--- config.mk ---
export PLATFORM = sky130hd
export DESIGN_NAME = float_mult_pipe
export DESIGN_NICKNAME = d
export VERILOG_FILES = /design/src/rtl/float_mult_pipe.sv
export SDC_FILE = /design/constraint.sdc
export NUM_CORES = 2
export LEC_CHECK = 0
export ABC_AREA = 1
export CAP_MARGIN = 10
export CELL_PAD_IN_SITES_DETAIL_PLACEMENT = 1
export CELL_PAD_IN_SITES_GLOBAL_PLACEMENT = 2
export CORE_MARGIN = 2
export CORE_UTILIZATION = 35
export CTS_CLUSTER_SIZE = 24
export DETAILED_ROUTE_END_ITERATION = 12
export HOLD_SLACK_MARGIN = 0.08
export PLACE_DENSITY_LB_ADDON = 0.15
export SLEW_MARGIN = 20
export SYNTH_ARGS = -nofsm -noshare
export SYNTH_HDL_FRONTEND = slang
export SYNTH_SLANG_ARGS = --single-unit
--- constraint.sdc ---
create_clock -name clk -period 6.25 [get_ports clk]
set_input_delay 0.9375 -clock clk [delete_from_list [all_inputs] [get_ports clk]]
set_output_delay 0.9375 -clock clk [all_outputs]
set_load 0.005 [all_outputs]
--- src/rtl/float_mult_pipe.sv ---
// float_mult_pipe: three-stage pipelined floating-point multiplier, subnormals flushed to zero.
// Define FLOAT_MULT_PIPE_ROUND_EN for round-to-nearest-even; otherwise the result truncates.
module float_mult_pipe #(
   parameter  int EXP_W = 8,
   parameter  int MAN_W = 23,
   localparam int W     = 1 + EXP_W + MAN_W
) (
   input  logic         clk,
   input  logic         reset,
   input  logic         in_valid,
   output logic         in_ready,
   input  logic [W-1:0] floatA,
   input  logic [W-1:0] floatB,
   output logic         out_valid,
   input  logic         out_ready,
   output logic [W-1:0] product,
   output logic [3:0]   flags
);

   localparam int MW = MAN_W + 1;
   localparam int PW = 2 * MW;
   localparam int EW = EXP_W + 2;
`ifdef FLOAT_MULT_PIPE_ROUND_EN
   localparam int TW = MAN_W + 4;
`else
   localparam int TW = MAN_W + 2;
`endif
   localparam logic signed [EW-1:0] BIAS     = EW'((1 << (EXP_W - 1)) - 1);
   localparam logic signed [EW-1:0] EXP_MAX  = EW'((1 << EXP_W) - 1);
   localparam logic signed [EW-1:0] EXP_ZERO = '0;

   logic en;

   logic             s1Valid_q, s1Sign_q, s1Nan_q, s1Inf_q, s1Zero_q;
   logic [EXP_W-1:0] s1ExpA_q, s1ExpB_q;
   logic [MW-1:0]    s1MantA_q, s1MantB_q;
   logic             s1Nan_d, s1Inf_d, s1Zero_d;

   logic             s2Valid_q, s2Sign_q, s2Nan_q, s2Inf_q, s2Zero_q;
   logic [EW-1:0]    s2Exp_q, s2Exp_d;
   logic [TW-1:0]    s2Top_q, s2Top_d;

   logic             outValid_q;
   logic [W-1:0]     product_q, product_d;
   logic [3:0]       flags_q, flags_d;

   logic [EXP_W-1:0] expA, expB;
   logic [MAN_W-1:0] fracA, fracB;
   logic             nanA, nanB, infA, infB, zeroA, zeroB;

   // The whole pipeline stalls together whenever a finished result is waiting.
   assign en        = !outValid_q | out_ready;
   assign in_ready  = en;
   assign out_valid = outValid_q;
   assign product   = product_q;
   assign flags     = flags_q;

   assign expA  = floatA[W-2 -: EXP_W];
   assign expB  = floatB[W-2 -: EXP_W];
   assign fracA = floatA[MAN_W-1:0];
   assign fracB = floatB[MAN_W-1:0];
   assign nanA  = (&expA) & (|fracA);
   assign nanB  = (&expB) & (|fracB);
   assign infA  = (&expA) & ~(|fracA);
   assign infB  = (&expB) & ~(|fracB);
   assign zeroA = ~(|expA);
   assign zeroB = ~(|expB);

   assign s1Nan_d  = nanA | nanB | ((infA | infB) & (zeroA | zeroB));
   assign s1Inf_d  = infA | infB;
   assign s1Zero_d = zeroA | zeroB;

   always_ff @(posedge clk or negedge reset) begin
      if (!reset) begin
         s1Valid_q <= 1'b0;
         s1Sign_q  <= 1'b0;
         s1Nan_q   <= 1'b0;
         s1Inf_q   <= 1'b0;
         s1Zero_q  <= 1'b0;
         s1ExpA_q  <= '0;
         s1ExpB_q  <= '0;
         s1MantA_q <= '0;
         s1MantB_q <= '0;
      end else if (en) begin
         s1Valid_q <= in_valid;
         s1Sign_q  <= floatA[W-1] ^ floatB[W-1];
         s1Nan_q   <= s1Nan_d;
         s1Inf_q   <= s1Inf_d;
         s1Zero_q  <= s1Zero_d;
         s1ExpA_q  <= expA;
         s1ExpB_q  <= expB;
         s1MantA_q <= {1'b1, fracA};
         s1MantB_q <= {1'b1, fracB};
      end
   end

   assign s2Exp_d = $signed({2'b00, s1ExpA_q}) + $signed({2'b00, s1ExpB_q}) - BIAS;

`ifdef FLOAT_MULT_PIPE_ROUND_EN
   logic [PW-1:0] prodFull;
   logic          s2Sticky_q, s2Sticky_d;

   assign prodFull   = PW'(s1MantA_q) * PW'(s1MantB_q);
   assign s2Top_d    = prodFull[PW-1 -: TW];
   assign s2Sticky_d = |prodFull[PW-TW-1:0];

   always_ff @(posedge clk or negedge reset) begin
      if (!reset)
         s2Sticky_q <= 1'b0;
      else if (en)
         s2Sticky_q <= s2Sticky_d;
   end
`else
   // Only the leading bits survive truncation, so the low product bits are never kept.
   assign s2Top_d = TW'((PW'(s1MantA_q) * PW'(s1MantB_q)) >> (PW - TW));
`endif

   always_ff @(posedge clk or negedge reset) begin
      if (!reset) begin
         s2Valid_q <= 1'b0;
         s2Sign_q  <= 1'b0;
         s2Nan_q   <= 1'b0;
         s2Inf_q   <= 1'b0;
         s2Zero_q  <= 1'b0;
         s2Exp_q   <= '0;
         s2Top_q   <= '0;
      end else if (en) begin
         s2Valid_q <= s1Valid_q;
         s2Sign_q  <= s1Sign_q;
         s2Nan_q   <= s1Nan_q;
         s2Inf_q   <= s1Inf_q;
         s2Zero_q  <= s1Zero_q;
         s2Exp_q   <= s2Exp_d;
         s2Top_q   <= s2Top_d;
      end
   end

   logic              hi;
   logic [MAN_W-1:0]  mantTrunc;
   logic [MW-1:0]     mantRnd;
   logic signed [EW-1:0] expAdj;
`ifdef FLOAT_MULT_PIPE_ROUND_EN
   logic guardBit, roundBit, stickyBit, roundUp;
`endif

   // A product in [2,4) is renormalised, and a rounding carry bumps the exponent once more.
   always_comb begin
      hi        = s2Top_q[TW-1];
      mantTrunc = hi ? s2Top_q[TW-2 -: MAN_W] : s2Top_q[TW-3 -: MAN_W];
`ifdef FLOAT_MULT_PIPE_ROUND_EN
      guardBit  = hi ? s2Top_q[2] : s2Top_q[1];
      roundBit  = hi ? s2Top_q[1] : s2Top_q[0];
      stickyBit = s2Sticky_q | (hi & s2Top_q[0]);
      roundUp   = guardBit & (roundBit | stickyBit | mantTrunc[0]);
      mantRnd   = {1'b0, mantTrunc} + MW'(roundUp);
`else
      mantRnd   = {1'b0, mantTrunc};
`endif
      expAdj    = s2Exp_q + $signed({{(EW-1){1'b0}}, hi})
                          + $signed({{(EW-1){1'b0}}, mantRnd[MAN_W]});
      product_d = {s2Sign_q, expAdj[EXP_W-1:0], mantRnd[MAN_W-1:0]};
      flags_d   = 4'b0000;
      if (s2Nan_q) begin
         product_d = {s2Sign_q, {EXP_W{1'b1}}, 1'b1, {(MAN_W-1){1'b0}}};
         flags_d   = 4'b1000;
      end else if (s2Inf_q) begin
         product_d = {s2Sign_q, {EXP_W{1'b1}}, {MAN_W{1'b0}}};
      end else if (s2Zero_q) begin
         product_d = {s2Sign_q, {(W-1){1'b0}}};
         flags_d   = 4'b0001;
      end else if (expAdj >= EXP_MAX) begin
         product_d = {s2Sign_q, {EXP_W{1'b1}}, {MAN_W{1'b0}}};
         flags_d   = 4'b0100;
      end else if (expAdj <= EXP_ZERO) begin
         product_d = {s2Sign_q, {(W-1){1'b0}}};
         flags_d   = 4'b0011;
      end
   end

   always_ff @(posedge clk or negedge reset) begin
      if (!reset) begin
         outValid_q <= 1'b0;
         product_q  <= '0;
         flags_q    <= '0;
      end else if (en) begin
         outValid_q <= s2Valid_q;
         product_q  <= product_d;
         flags_q    <= flags_d;
      end
   end

endmodule

# [Word level (Yosys, flattened, before mapping)]
# Cells that the tools add are included.
[classes] n_addsub=3 mul=1 order_cmp=2 muxes=11 bitwise_logic=15 n_reduce_logical=7
[op_table] op="2-to-1 mux 31 bit" count=5
[op_table] op="multiplier 24 x 24 -> 48 bit" count=1
[op_table] op="OR reduction 23 bit" count=2
[op_table] op="2-to-1 mux 23 bit" count=1
[op_table] op="AND reduction 8 bit" count=2
[op_table] op="OR reduction 8 bit" count=2
[op_table] op="adder 10 x 1 -> 10 bit" count=1
[op_table] op=">= comparator 10 x 9 -> 1 bit (second input constant)" count=1
[op_table] op="less-or-equal comparator 10 x 1 -> 1 bit (second input constant)" count=1
[op_table] op="subtractor 9 x 7 -> 10 bit (second input constant)" count=1
[op_table] op="adder 8 x 8 -> 9 bit" count=1
[op_table] op="2-to-1 mux 3 bit" count=3
[op_table] op="AND 1 bit" count=5
[op_table] op="OR 1 bit" count=5
[op_table] op="2-to-1 mux 4 bit" count=1
[op_table] op="inverter 1 bit" count=4
[op_table] op="2-to-1 mux 2 bit" count=1
[op_table] op="logical NOT 1 bit" count=1
[op_table] op="bitwise XOR 1 bit" count=1
[totals] register_bits=146 in_bits=68

# [Longest topological paths before layout]
[depth] depth_word=7 ltp_mapped=31 depth_no_buf=29

# [Worst setup path after synthesis]
# Ideal clock, no wire load.
[synth_timing] path_kind="reg-to-reg" start="register s1MantB_q[3]" end="register s2Top_q[6]" setup_time_ns=0.066 arrival_time_ns=6.023 slack_ns=0.161 stages_incl_launch_ff=28 n_path_buf=2 synth_period_minus_slack_ns=6.089 cell_sequence="dfrtp_1 > clkbuf_1 > clkbuf_1 > nand2_1 > fa_1 > inv_1 > fa_1 > inv_1 > fa_1 > inv_1 > fa_1 > inv_1 > fa_1 > inv_1 > fa_1 > inv_1 > fa_1 > inv_1 > ha_1 > nand2_1 > nor2_1 > inv_1 > nor3_1 > nand3_1 > o21ai_0 > xor2_1 > nand2_1 > nand2_1"
[synth_via] elab_chain_len=1
[synth_lines] element="start, declared" line="36" text="logic [MW-1:0] s1MantA_q, s1MantB_q;"
[synth_lines] element="start signal, assigned" line="93" text="s1MantB_q <= {1'b1, fracB};"
[synth_lines] element="multiplier 24 x 24 -> 48 bit" line="115" text="assign s2Top_d = TW'((PW'(s1MantA_q) * PW'(s1MantB_q)) >> (PW - TW));"
[synth_lines] element="end signal, assigned" line="134" text="s2Top_q <= s2Top_d;"
[synth_lines] element="end, declared" line="41" text="logic [TW-1:0] s2Top_q, s2Top_d;"
# No other way between the ends.
# A chain may end at the register's enable or synchronous reset.

# [Final worst setup path]
[layout_timing] start="register s1MantB_q[9]" end="register s2Top_q[14]"
# The elaborated chain is that of the path after synthesis.

==> out/qor.csv <==
metric,value,unit
# fillers,8993,
CORE AREA,75700,um2
initial core utilization,35.3,%
Crit Path Class,reg2reg,
Final Instance Count excl. Fillers,4743,
Syn Nets,4212,
Die Span Y,280,um
Post-synth top cells,"nand2_1, inv_1, fa_1",
"count leader, synth",nand2_1,
register area share after synthesis,13.6,%
final WL,96.5,mm
Finished Core Util,44.6,%
Synth area leaders,"fa_1, nand2_1, dfrtp_1",
drt drc,0,
max cap viols,0,
Worst Path Arrival,6.76,ns
vias in the first global route,25600,
post-layout minimum cycle time,6.34,ns
DP HPWL,80.3,mm
Detail Route Antenna Nets,0,
Mapped Area,26700,um2
worst path required time,6.67,ns
mean post-synth cell area,7.68,um2
"Slew Viols, Final",0,
final setup violation count,9,
startpoint types,flop,
vias per cell,4.78,
number of DRC markers in iteration 0,1082,
PortBufs,105,
worst hold path class,in2async,
post-synthesis cell type count,43,
H-tree level count,4,
Clock Skew,0.0178,ns
clock sink count,145,
Yosys reg bits,145,
"Area growth, synth to finish",26.6,%
number of synthesized flops with an enable pin,0,
Most used DFF post-synth,dfrtp_1,
Worst Path Max Fanout,9,
number of diodes,0,
GRT Residual Overflow,0,
routed length per instance,20.4,um
Placer Congestion,0.892,
share of the synthesized area in the top cell type,36.2,%
Yosys top cell by area,fa_1,
initial antenna violation count,2,
die width,280,um
clk root buf,clkbuf_16,
vias after detailed routing,22700,
Yosys warnings,0,
Num CTS Buffers,17,
Worst Tran Pin Value,0.926,ns
Final Hold Viols,0,
run status,finished with violations,
final worst-path cycle share,101,%
maximum root-to-sink buffer count,2,
final worst slack,-0.0902,ns
RSZ-0062 raised after global routing,true,
gr usage total,25.3,%
Initial DRT Pass Iterations,5,
cell count after synthesis,3475,
setup_tns,-0.262,ns
CTS tree,built,
Fmax,158,MHz
die area,78500,um2
"CTS clk-pin slew, worst paths",0.09,ns
num rows,101,
"Clk Latency, worst-skew pair",0.49,ns
first-pass GRT wire length,150,mm
ys async rst share,100,%
CP endpoint kind,flop,
Cells after DPL,4653,
failing checks,negative setup slack,
nets@finish,4489,
# IOs,106,
largest net degree at the start of global routing,166,
worst rel slew slack,38.1,%
fraction of layout cells with a size suffix above 1,20.3,%
-- registers in the layout, indices dropped and copies added, names as in the netlist, 4 cells and up --
register and flops:
product 32, s2Top_q 25, s1MantA_q 24, s1MantB_q 23, s2Exp_q 10, s1ExpA_q 8, s1ExpB_q 8, flags 4
-- kinds of logic (layout without fill, tap and decap cells) --
kind of cell / count (synthesis) / after routing / synth area share, %
DFF: 145 / 145 / 13.6
muxes: 17 / 17 / 0.717
xor gates and xnor gates: 22 / 22 / 0.792
buffers and inverters: 1151 / 1441 / 16.4
AOI/OAI and AO/OA: 223 / 223 / 4.80
and+or+nand+nor: 1248 / 1248 / 18.7
adders and majority gates: 669 / 669 / 44.9
-- routing by layer --
layer / track usage [%] / vias to the layer above / routed length (um)
met1: 34.7 / 11700 / 44100
li1: - / 10500 / -
met3: 3.49 / 102 / 3120
met5: 0 / - / 13
met4: 7.01 / 2 / 2610
met2: 41.9 / 317 / 46700
-- cell type report --
cell class	instances	area [um2]	area share (%)
multi-input cells	2179	20300	60.2
repair buffers	440	4320	12.8
flip-flops and latches	145	3650	10.8
inverters	969	3640	10.8
well taps	978	1220	3.62
clock buffers	17	425	1.26
clock inverters	15	195	0.578
-- critical path: stages, from the launching register on --
cell and delay [ns]:
dfrtp_1 0.38, buf_12 0.15, buf_4 0.12, nand2_1 0.08
fa_1 0.56, inv_1 0.06, fa_1 0.53, inv_1 0.05
fa_1 0.49, inv_1 0.05, fa_2 0.64, fa_2 0.48
fa_1 0.51, inv_1 0.05, fa_1 0.48, inv_1 0.07
ha_4 0.29, a21oi_4 0.18, inv_1 0.07, a21oi_2 0.15
nand2_2 0.08, buf_4 0.15, a31oi_4 0.20, nand3_2 0.09
nand2_1 0.08, nand3_2 0.13, o21ai_1 0.12
-- per-stage QoR --
step                hold WS, ns  cell area, um2  setup WS [ns]
floorplan                 0.420           26700          0.161
global placement          0.437           30800         -0.579
detailed placement        0.451           30800         -0.573
CTS                       0.357           32600        -0.0403
global route              0.378           33800         -0.269
finish                    0.361           33800        -0.0902
-- placed cells by master (no fill, tap or decap), types with 8 or more instances in the layout --
master and instances:
o21ai_0 72, nor2_1 61, o21ai_1 17, buf_12 45, xor2_1 10, nand3_1 43
nand3_2 20, nor3_1 8, ha_4 27, a21oi_1 27, nand2_1 915, fa_1 443
clkdlybuf4s50_1 104, fa_2 39, clkbuf_16 21, nor2_4 38, nor2_2 21, dfrtp_2 18
nand4_1 49, inv_1 917, mux2_2 17, dfrtp_1 127, nand2_2 42, inv_2 50
a21oi_2 26, buf_4 257, o21ai_2 32, nand2_4 17, buf_6 26, ha_1 158
-- final timing paths --
kind	slack, ns	depth (start not counted)	startpoint	endpoint
max	-0.09	26	s1MantB_q[9]	s2Top_q[14]
min	0.36	1	reset	s1ExpA_q[7]
max reg2reg	-0.09	26	s1MantB_q[9]	s2Top_q[14]
min reg2reg	0.46	2	s2Valid_q	out_valid
max in group asynchronous	4.53	2	reset	s1MantB_q[5]
min in group clk	0.46	2	s2Valid_q	out_valid
-- what timing repair did --
item / CTS / global route
pin swaps: 86 / 144
buffers inserted: 30 / 26
gates resized for setup: 264 / 249
setup endpoints to repair: 25 / 25
hold buffers: 0 / 0
gates cloned: 0 / 4
endpoints found under the hold margin: 0 / 0
Power is not shown: default switching activity piles up to over one toggle a cycle in this logic, so the estimate is an artifact.
